$ cat config.mk
export PLATFORM = sky130hd
export DESIGN_NAME = hpdmc_wrburst
export DESIGN_NICKNAME = d
export VERILOG_FILES = /design/src/rtl/hpdmc_pkg.sv /design/src/rtl/hpdmc_wrburst_dly.sv /design/src/rtl/hpdmc_wrburst.sv
export SDC_FILE = /design/constraint.sdc
export NUM_CORES = 1
export LEC_CHECK = 0
export ABC_AREA = 0
export CAP_MARGIN = 20
export CORE_MARGIN = 3
export CORE_UTILIZATION = 36
export CTS_BUF_LIST = sky130_fd_sc_hd__clkbuf_2
export DETAILED_ROUTE_END_ITERATION = 10
export PLACE_DENSITY = 0.8
export SLEW_MARGIN = 20
export SYNTH_ARGS = -nofsm -noshare
export SYNTH_HDL_FRONTEND = slang
export SYNTH_SLANG_ARGS = --single-unit
export TNS_END_PERCENT = 50
$ cat constraint.sdc
create_clock -name sys_clk -period 1.4 [get_ports sys_clk]
set_clock_uncertainty 0.15 [all_clocks]
set_input_delay 0.21 -clock sys_clk [delete_from_list [all_inputs] [get_ports sys_clk]]
set_output_delay 0.21 -clock sys_clk [all_outputs]
set_load 0.02 [all_outputs]
$ cat src/rtl/hpdmc_pkg.sv
// Shared types and constants for the HPDMC write-burst sequencer.
// FSM encoding, burst length and DQS drive patterns.
package hpdmc_pkg;

  typedef enum logic [2:0] {
    ST_IDLE,
    ST_DLY,
    ST_PRE,
    ST_B0,
    ST_B1,
    ST_POST
  } wr_state_e;

  localparam int BURST_CYC = 2;

  localparam logic DQS_IDLE = 1'b0;
  localparam logic DQS_RISE = 1'b1;
  localparam logic DQS_FALL = 1'b0;

  function automatic logic drives_dq(wr_state_e s);
    return (s == ST_B0) || (s == ST_B1);
  endfunction

  function automatic logic drives_dqs(wr_state_e s);
    return (s == ST_PRE) || (s == ST_B0) ||
           (s == ST_B1) || (s == ST_POST);
  endfunction

endpackage

$ cat src/rtl/hpdmc_wrburst_dly.sv
// Loadable 3-bit down-counter timing the pre-preamble delay.
// done_o is high while the count is zero.
module hpdmc_wrburst_dly (
  input  logic       clk_i,
  input  logic       rst_ni,
  input  logic       load_i,
  input  logic [2:0] val_i,
  input  logic       en_i,
  output logic       done_o
);

  logic [2:0] cnt_q;
  logic [2:0] cnt_d;

  always_comb begin
    cnt_d = cnt_q;
    if (load_i) begin
      cnt_d = val_i;
    end else if (en_i && cnt_q != 3'd0) begin
      cnt_d = cnt_q - 3'd1;
    end
  end

  always_ff @(posedge clk_i) begin
    if (!rst_ni) begin
      cnt_q <= 3'd0;
    end else begin
      cnt_q <= cnt_d;
    end
  end

  assign done_o = (cnt_q == 3'd0);

endmodule

$ cat src/rtl/hpdmc_wrburst.sv
// DDR write-burst sequencer: preamble, 2-cycle burst, postamble.
// Define HPDMC_WR_MASK_EN to register the DM outputs from wr_mask.
module hpdmc_wrburst
  import hpdmc_pkg::*;
#(
  parameter int DQ_WIDTH = 16,
  parameter int WR_DELAY = 0
) (
  input  logic                    sys_clk,
  input  logic                    sys_rst_n,
  input  logic                    wr_start,
  output logic                    wr_ready,
  input  logic [2*DQ_WIDTH-1:0]   wr_data,
  input  logic [2*DQ_WIDTH/8-1:0] wr_mask,
  output logic                    wr_data_ack,
  output logic [DQ_WIDTH-1:0]     dq_d1,
  output logic [DQ_WIDTH-1:0]     dq_d2,
  output logic                    dq_oe,
  output logic [DQ_WIDTH/8-1:0]   dm_d1,
  output logic [DQ_WIDTH/8-1:0]   dm_d2,
  output logic [DQ_WIDTH/8-1:0]   dqs_d1,
  output logic [DQ_WIDTH/8-1:0]   dqs_d2,
  output logic                    dqs_oe,
  output logic                    busy
);

  localparam int NB = DQ_WIDTH / 8;
  localparam int BW = 2 * DQ_WIDTH;
  localparam bit B2B = (WR_DELAY == 0);

  wr_state_e state_q, state_d;
  logic      dly_done;

  logic          dq_oe_q, dq_oe_d;
  logic          dqs_oe_q, dqs_oe_d;
  logic [NB-1:0] dqs1_q, dqs2_q;
  logic [DQ_WIDTH-1:0] dq1_q, dq2_q;

  if (WR_DELAY > 0) begin : g_dly
    hpdmc_wrburst_dly u_dly (
      .clk_i  (sys_clk),
      .rst_ni (sys_rst_n),
      .load_i (state_q == ST_IDLE && wr_start),
      .val_i  (3'(WR_DELAY - 1)),
      .en_i   (state_q == ST_DLY),
      .done_o (dly_done)
    );
  end else begin : g_nodly
    assign dly_done = 1'b1;
  end

  always_comb begin
    state_d     = state_q;
    wr_ready    = 1'b0;
    wr_data_ack = 1'b0;
    unique case (state_q)
      ST_IDLE: begin
        wr_ready = 1'b1;
        if (wr_start) state_d = B2B ? ST_PRE : ST_DLY;
      end
      ST_DLY: begin
        if (dly_done) state_d = ST_PRE;
      end
      ST_PRE: begin
        wr_data_ack = 1'b1;
        state_d     = ST_B0;
      end
      ST_B0: begin
        wr_data_ack = 1'b1;
        state_d     = ST_B1;
      end
      ST_B1: begin
        state_d = ST_POST;
        // Chaining skips pre/postamble: next burst's first word now.
        if (B2B) begin
          wr_ready = 1'b1;
          if (wr_start) begin
            wr_data_ack = 1'b1;
            state_d     = ST_B0;
          end
        end
      end
      ST_POST: state_d = ST_IDLE;
      default: state_d = ST_IDLE;
    endcase
    if (!sys_rst_n) begin
      state_d     = ST_IDLE;
      wr_data_ack = 1'b0;
    end
  end

  assign dq_oe_d  = drives_dq(state_d);
  assign dqs_oe_d = drives_dqs(state_d);

  always_ff @(posedge sys_clk) begin
    if (!sys_rst_n) begin
      state_q  <= ST_IDLE;
      dq_oe_q  <= 1'b0;
      dqs_oe_q <= 1'b0;
      dqs1_q   <= '0;
      dqs2_q   <= '0;
      dq1_q    <= '0;
      dq2_q    <= '0;
    end else begin
      state_q  <= state_d;
      dq_oe_q  <= dq_oe_d;
      dqs_oe_q <= dqs_oe_d;
      dqs1_q   <= {NB{dq_oe_d ? DQS_RISE : DQS_IDLE}};
      dqs2_q   <= {NB{dq_oe_d ? DQS_FALL : DQS_IDLE}};
      if (wr_data_ack) begin
        dq1_q <= wr_data[BW-1:DQ_WIDTH];
        dq2_q <= wr_data[DQ_WIDTH-1:0];
      end
    end
  end

`ifdef HPDMC_WR_MASK_EN
  logic [NB-1:0] dm1_q, dm2_q;

  always_ff @(posedge sys_clk) begin
    if (!sys_rst_n) begin
      dm1_q <= '0;
      dm2_q <= '0;
    end else if (wr_data_ack) begin
      dm1_q <= wr_mask[2*NB-1:NB];
      dm2_q <= wr_mask[NB-1:0];
    end
  end

  assign dm_d1 = dm1_q;
  assign dm_d2 = dm2_q;
`else
  logic unused_mask;
  assign unused_mask = ^wr_mask;
  assign dm_d1 = '0;
  assign dm_d2 = '0;
`endif

  assign dq_d1  = dq1_q;
  assign dq_d2  = dq2_q;
  assign dq_oe  = dq_oe_q;
  assign dqs_d1 = dqs1_q;
  assign dqs_d2 = dqs2_q;
  assign dqs_oe = dqs_oe_q;
  assign busy   = (state_q != ST_IDLE);

endmodule

# Word-level counts from Yosys, hierarchy flattened
# Cells that the tools add are included.
[word_totals] ramBits=0 register_bits=38 mem_bits_ro=0 input_bits=39 latch_bits=0 out_inout_bits=45 elab_cells=31 memories=0
[op_classes] order_cmp=0 n_mul=0 shift=0 add_sub_neg=0 reduce_logical=8 bitwise_logic=0 mux=9 n_div=0 n_eq_ne=8
[ops] operator="$pmux 3 s5" count=1
[ops] operator="$eq 3x2->1 const B" count=4
[ops] operator="$eq 3x3->1 const B" count=3
[ops] operator="$mux 3" count=3
[ops] operator="$logic_or 1x1->1" count=4
[ops] operator="$mux 1" count=4
[ops] operator="$reduce_or 2->1" count=2
[ops] operator="$eq 3x1->1 const B" count=1
[ops] operator="$logic_not 3->1" count=1
[ops] operator="$reduce_bool 3->1" count=1
[ops] operator="$pmux 1 s2" count=1

# Depth between registers and ports, before layout
[depth] ltp_word=7 ltp_mapped=5 depth_no_buf=3

# Worst setup path before layout
# No wires, ideal clock.
[synth_timing] kind="flip-flop to output port" start="register state_q[0]" end="output wr_data_ack" stages_incl_launch_ff=6 arrival_ns=1.448 n_path_buf=2 t_required_ns=1.040 setup_slack_ns=-0.408 path_cell_list="dfxtp_1 > nor2_1 > a31oi_1 > buf_6 > buf_8 > nor2_1"
[synth_via] elab_chain_len=4 elab_cells_between_ends=6 cone_classes="eq/ne: 3; mux: 2; reduce/logical: 1"
[synth_lines] item="start: declaration" line_no="hpdmc_wrburst.sv:31" source="wr_state_e state_q, state_d;"
[synth_lines] item="start signal: assignment" line_no="hpdmc_wrburst.sv:105" source="state_q <= state_d;"
[synth_lines] item="$eq 3x2->1" line_no="hpdmc_wrburst.sv:56" source="unique case (state_q)"
[synth_lines] item="$reduce_or 2->1 (no source line)"
[synth_lines] item="$pmux 1 s2 *" line_no="hpdmc_wrburst.sv:56"
[synth_lines] item="$mux 1 *" line_no="hpdmc_wrburst.sv:86" source="if (!sys_rst_n) begin"
[synth_lines] item="end: declaration" line_no="hpdmc_wrburst.sv:15" source="output logic wr_data_ack,"
# Every way passes the cells marked *; elsewhere a longest branch is shown, timed or not.

# Worst setup path in the final report
[layout_timing] start="register state_q[1]" end="output busy"
[layout_via] elab_chain_len=1
[layout_lines] item="$reduce_bool 3->1" line_no="hpdmc_wrburst.sv:145" source="assign busy = (state_q != ST_IDLE);"
[layout_lines] item="end: declaration" line_no="hpdmc_wrburst.sv:24" source="output logic busy"
# No other way between the ends.

==> impl_metrics.csv <==
group,metric,value,unit
die,die_h,71.8,um
clock_network,clockBufferDepth,2,
logic_synthesis,synth_top_family_by_area,"multiplexers",
placed_design,dpl.hpwl,2.43,mm
power,power.internal,0.00166,W
die,start_util,0.381,
setup_path,cp_cell_sequence,"or3_4 -> buf_6",
placed_design,portBuffers,73,
finish,layout_common_cells,"nand2_1 (64), clkdlybuf4s50_1 (33), mux2i_1 (32), dfxtp_2 (25), buf_2 (23)",
die,core,4090,um2
setup_path,worstPathRequired,1.04,ns
clock_network,clk_pin_slew,0.15,ns
power,peakVddDrop,576,uV
grt,grt_pass1_wl,5.68,mm
power,p_leak,1.13,nW
placed_design,gp_congestion,0.693,
setup_path,max_stage_delay,0.39,ns
setup_path,worst-path-stages,2,
routing,viasPerCell,4.45,
logic_synthesis,synth_compound_area_frac,0.0249,
sta,fin_crit_sh,1.14,
setup_path,reg2regPathDepth,4,
run,cap_violations,0,
finish,area_delta_synth_final,49.3,%
grt,antenna_found_initial,0,
grt,grt.total_usage,0.139,
sta,clock.fmax,625,MHz
logic_synthesis,yosys_warnings,0,
power,seqPwrFrac,0.505,
logic_synthesis,synth-simple-area-share,0.182,
sta,drv_slew,0,
setup_path,crit_fanout,4,
die,die-width,71.8,um
grt,grt_pass1_vias,1313,
logic_synthesis,netlist_instances,169,
clock_network,cts_tree,"yes",
finish,final_nets,285,
power,sw_frac_of_total,0.314,
die,ioPinCount,84,
setup_path,critPathSlowestCell,"dfxtp_4",
sta,hold_violations,0,
logic_synthesis,avgSynthCellArea,9.22,um2
outcome,status,"complete, but fails checks",
finish,fin_util,0.569,
logic_synthesis,synth.yosys.seq_area_share,0.476,
setup_path,path_buf_inv,1,
sta,rsz0062_at_grt,"yes",
routing,wl_per_cell,11.7,um
clock_network,clk_latency,0.34,ns
routing,drt_iter0_markers,38,
setup_path,critical_path.top_delay_family,"flip-flops",
sta,setup_violations,37,
die,rows,23,
routing,drt_first_pass_iters,3,
outcome,violations,"setup timing",
clock_network,cts-htree-levels,2,
logic_synthesis,synth.distinct_cells,23,
logic_synthesis,ys_ff_latch,37,
finish,mostFrequentLayoutCell,"nand2_1",
power,p_comb_frac,0.316,
routing,routed_wl,3.46,mm
logic_synthesis,muxShareOfSynthArea,0.206,
die,dieArea,5150,um2
clock_network,hold_buffers,0,
power,power.density,1040,nW/um2
sta,setup_ws,-0.200,ns
routing,ant_nets,0,
clock_network,cts_sinks,37,
logic_synthesis,synth-adder-area-share,0,
grt,grt_max_degree,40,
clock_network,cts_buffers,5,
power,p_sw,0.000760,W
routing,drc,0,
sta,period_needed,1.60,ns
clock_network,cts-root-buf,"clkbuf_2",
finish,n_antenna_cell,0,
placed_design,place_ws,-0.490,ns
logic_synthesis,synth-xor-area-share,0.00562,
setup_path,critPathKind,"reg2out",
routing,dr_total_vias,1318,
setup_path,start_kind,"flip-flop",
worst_hold_path,min_path_type,"in2reg",
logic_synthesis,syn_area,1560,um2
finish,drive_gt1_frac,0.362,
worst_hold_path,min_path_cells,4,
grt,overflow,0,
setup_path,arrival,1.24,ns
setup_path,endpoint_kind,"output pin",
power,pwr-share-clk,0.179,
## path summary, 6_finish.rpt
check	startpoint	end	slack, ns
max	state_q[1]	busy	-0.20
min reg2reg	dq_d1[10]	dq_d1[10]	0.32
min	sys_rst_n	state_q[2]	0.13
max reg2reg	state_q[1]	dq_d1[6]	-0.15
## metrics by stage
stage / setup TNS, ns / hold slack (ns) / cells / power, W / instance area (um2)
2_1_floorplan: -0.0304 / 0.199 / 174 / 0.00172 / 1590
3_3_place_gp: -15.42 / 0.293 / 288 / 0.00203 / 2320
3_5_place_dp: -16.53 / 0.302 / 288 / 0.00205 / 2320
4_1_cts: -5.02 / 0.0933 / 296 / 0.00250 / 2440
5_1_grt: -7.80 / 0.0949 / 296 / 0.00257 / 2330
6_report: -4.33 / 0.130 / 296 / 0.00242 / 2330
## registers in the layout (all words and copies together), names as in the netlist
register and flops:
dq_d2 16, dq_oe 1, dq_d1 16, dqs_oe 1, state_q 3
## cells by family (layout without fill, tap and decap cells)
logic type	Yosys count	in the layout
AND/OR/NAND/NOR	72	72
flip-flops	37	37
multiplexers	32	32
buffers and inverters	21	93
AO/OA/AOI/OAI	5	5
other	1	6
XOR/XNOR	1	1
## area by class of cell
cell class	instances	area, um2
Inverter	2	7.51
Clock buffer	6	30.0
Tap cell	50	62.6
Clock inverter	1	3.75
Timing Repair Buffer	84	723
Multi-Input combinational cell	116	723
Fill cell	405	1760
Sequential cell	37	776
## worst register-to-register path, stage by stage, from the launching register on
cell and delay [ns]:
dfxtp_4 0.39, nor2b_4 0.14, a31oi_4 0.18, clkbuf_8 0.39, mux2i_1 0.25
## power groups by stage
stage               Sequential [W]  Combinational, W  Clock (W)
floorplan                  0.00135          0.000363          0
global placement           0.00123          0.000800          0
detailed placement         0.00124          0.000810          0
CTS                        0.00122          0.000813   0.000470
global route               0.00124          0.000822   0.000511
finish                     0.00122          0.000764   0.000434
## layer usage
metal  vias to the layer above  wire length [um]  GRT usage
met5                         -                 0          0
met4                         0                48     0.0438
met3                         6               273     0.0519
met2                        47              1650      0.248
met1                       582              1480      0.153
li1                        683                 -          -
## timing repair
action                     4_1_cts  5_1_grt
pin swaps                        1        1
setup endpoints to repair       73       71
gates cloned                     0        0
buffers inserted                 1        0
gates resized for setup        136       44
## Yosys cell counts
master    instances  area share
conb_1            1      0.0024
mux2i_1          32        0.21
buf_2             1      0.0032
or3_2             1      0.0048
xnor2_1           1      0.0056
a32oi_1           1      0.0056
clkbuf_1          4      0.0096
o21ai_0           1      0.0032
nor2b_2           1      0.0056
o311a_2           1      0.0072
nor2_1            4      0.0096
nand2_1          64        0.15
buf_8             1      0.0096
inv_1             2      0.0048
buf_6             1      0.0072
o21bai_1          1      0.0048
dfxtp_1          37        0.48
nor3_1            1      0.0032
and2b_1           1      0.0048
buf_12            2       0.026
buf_4             8       0.039
buf_1             2      0.0048
a31oi_1           1      0.0040
Power figures use the tool's default switching activity.
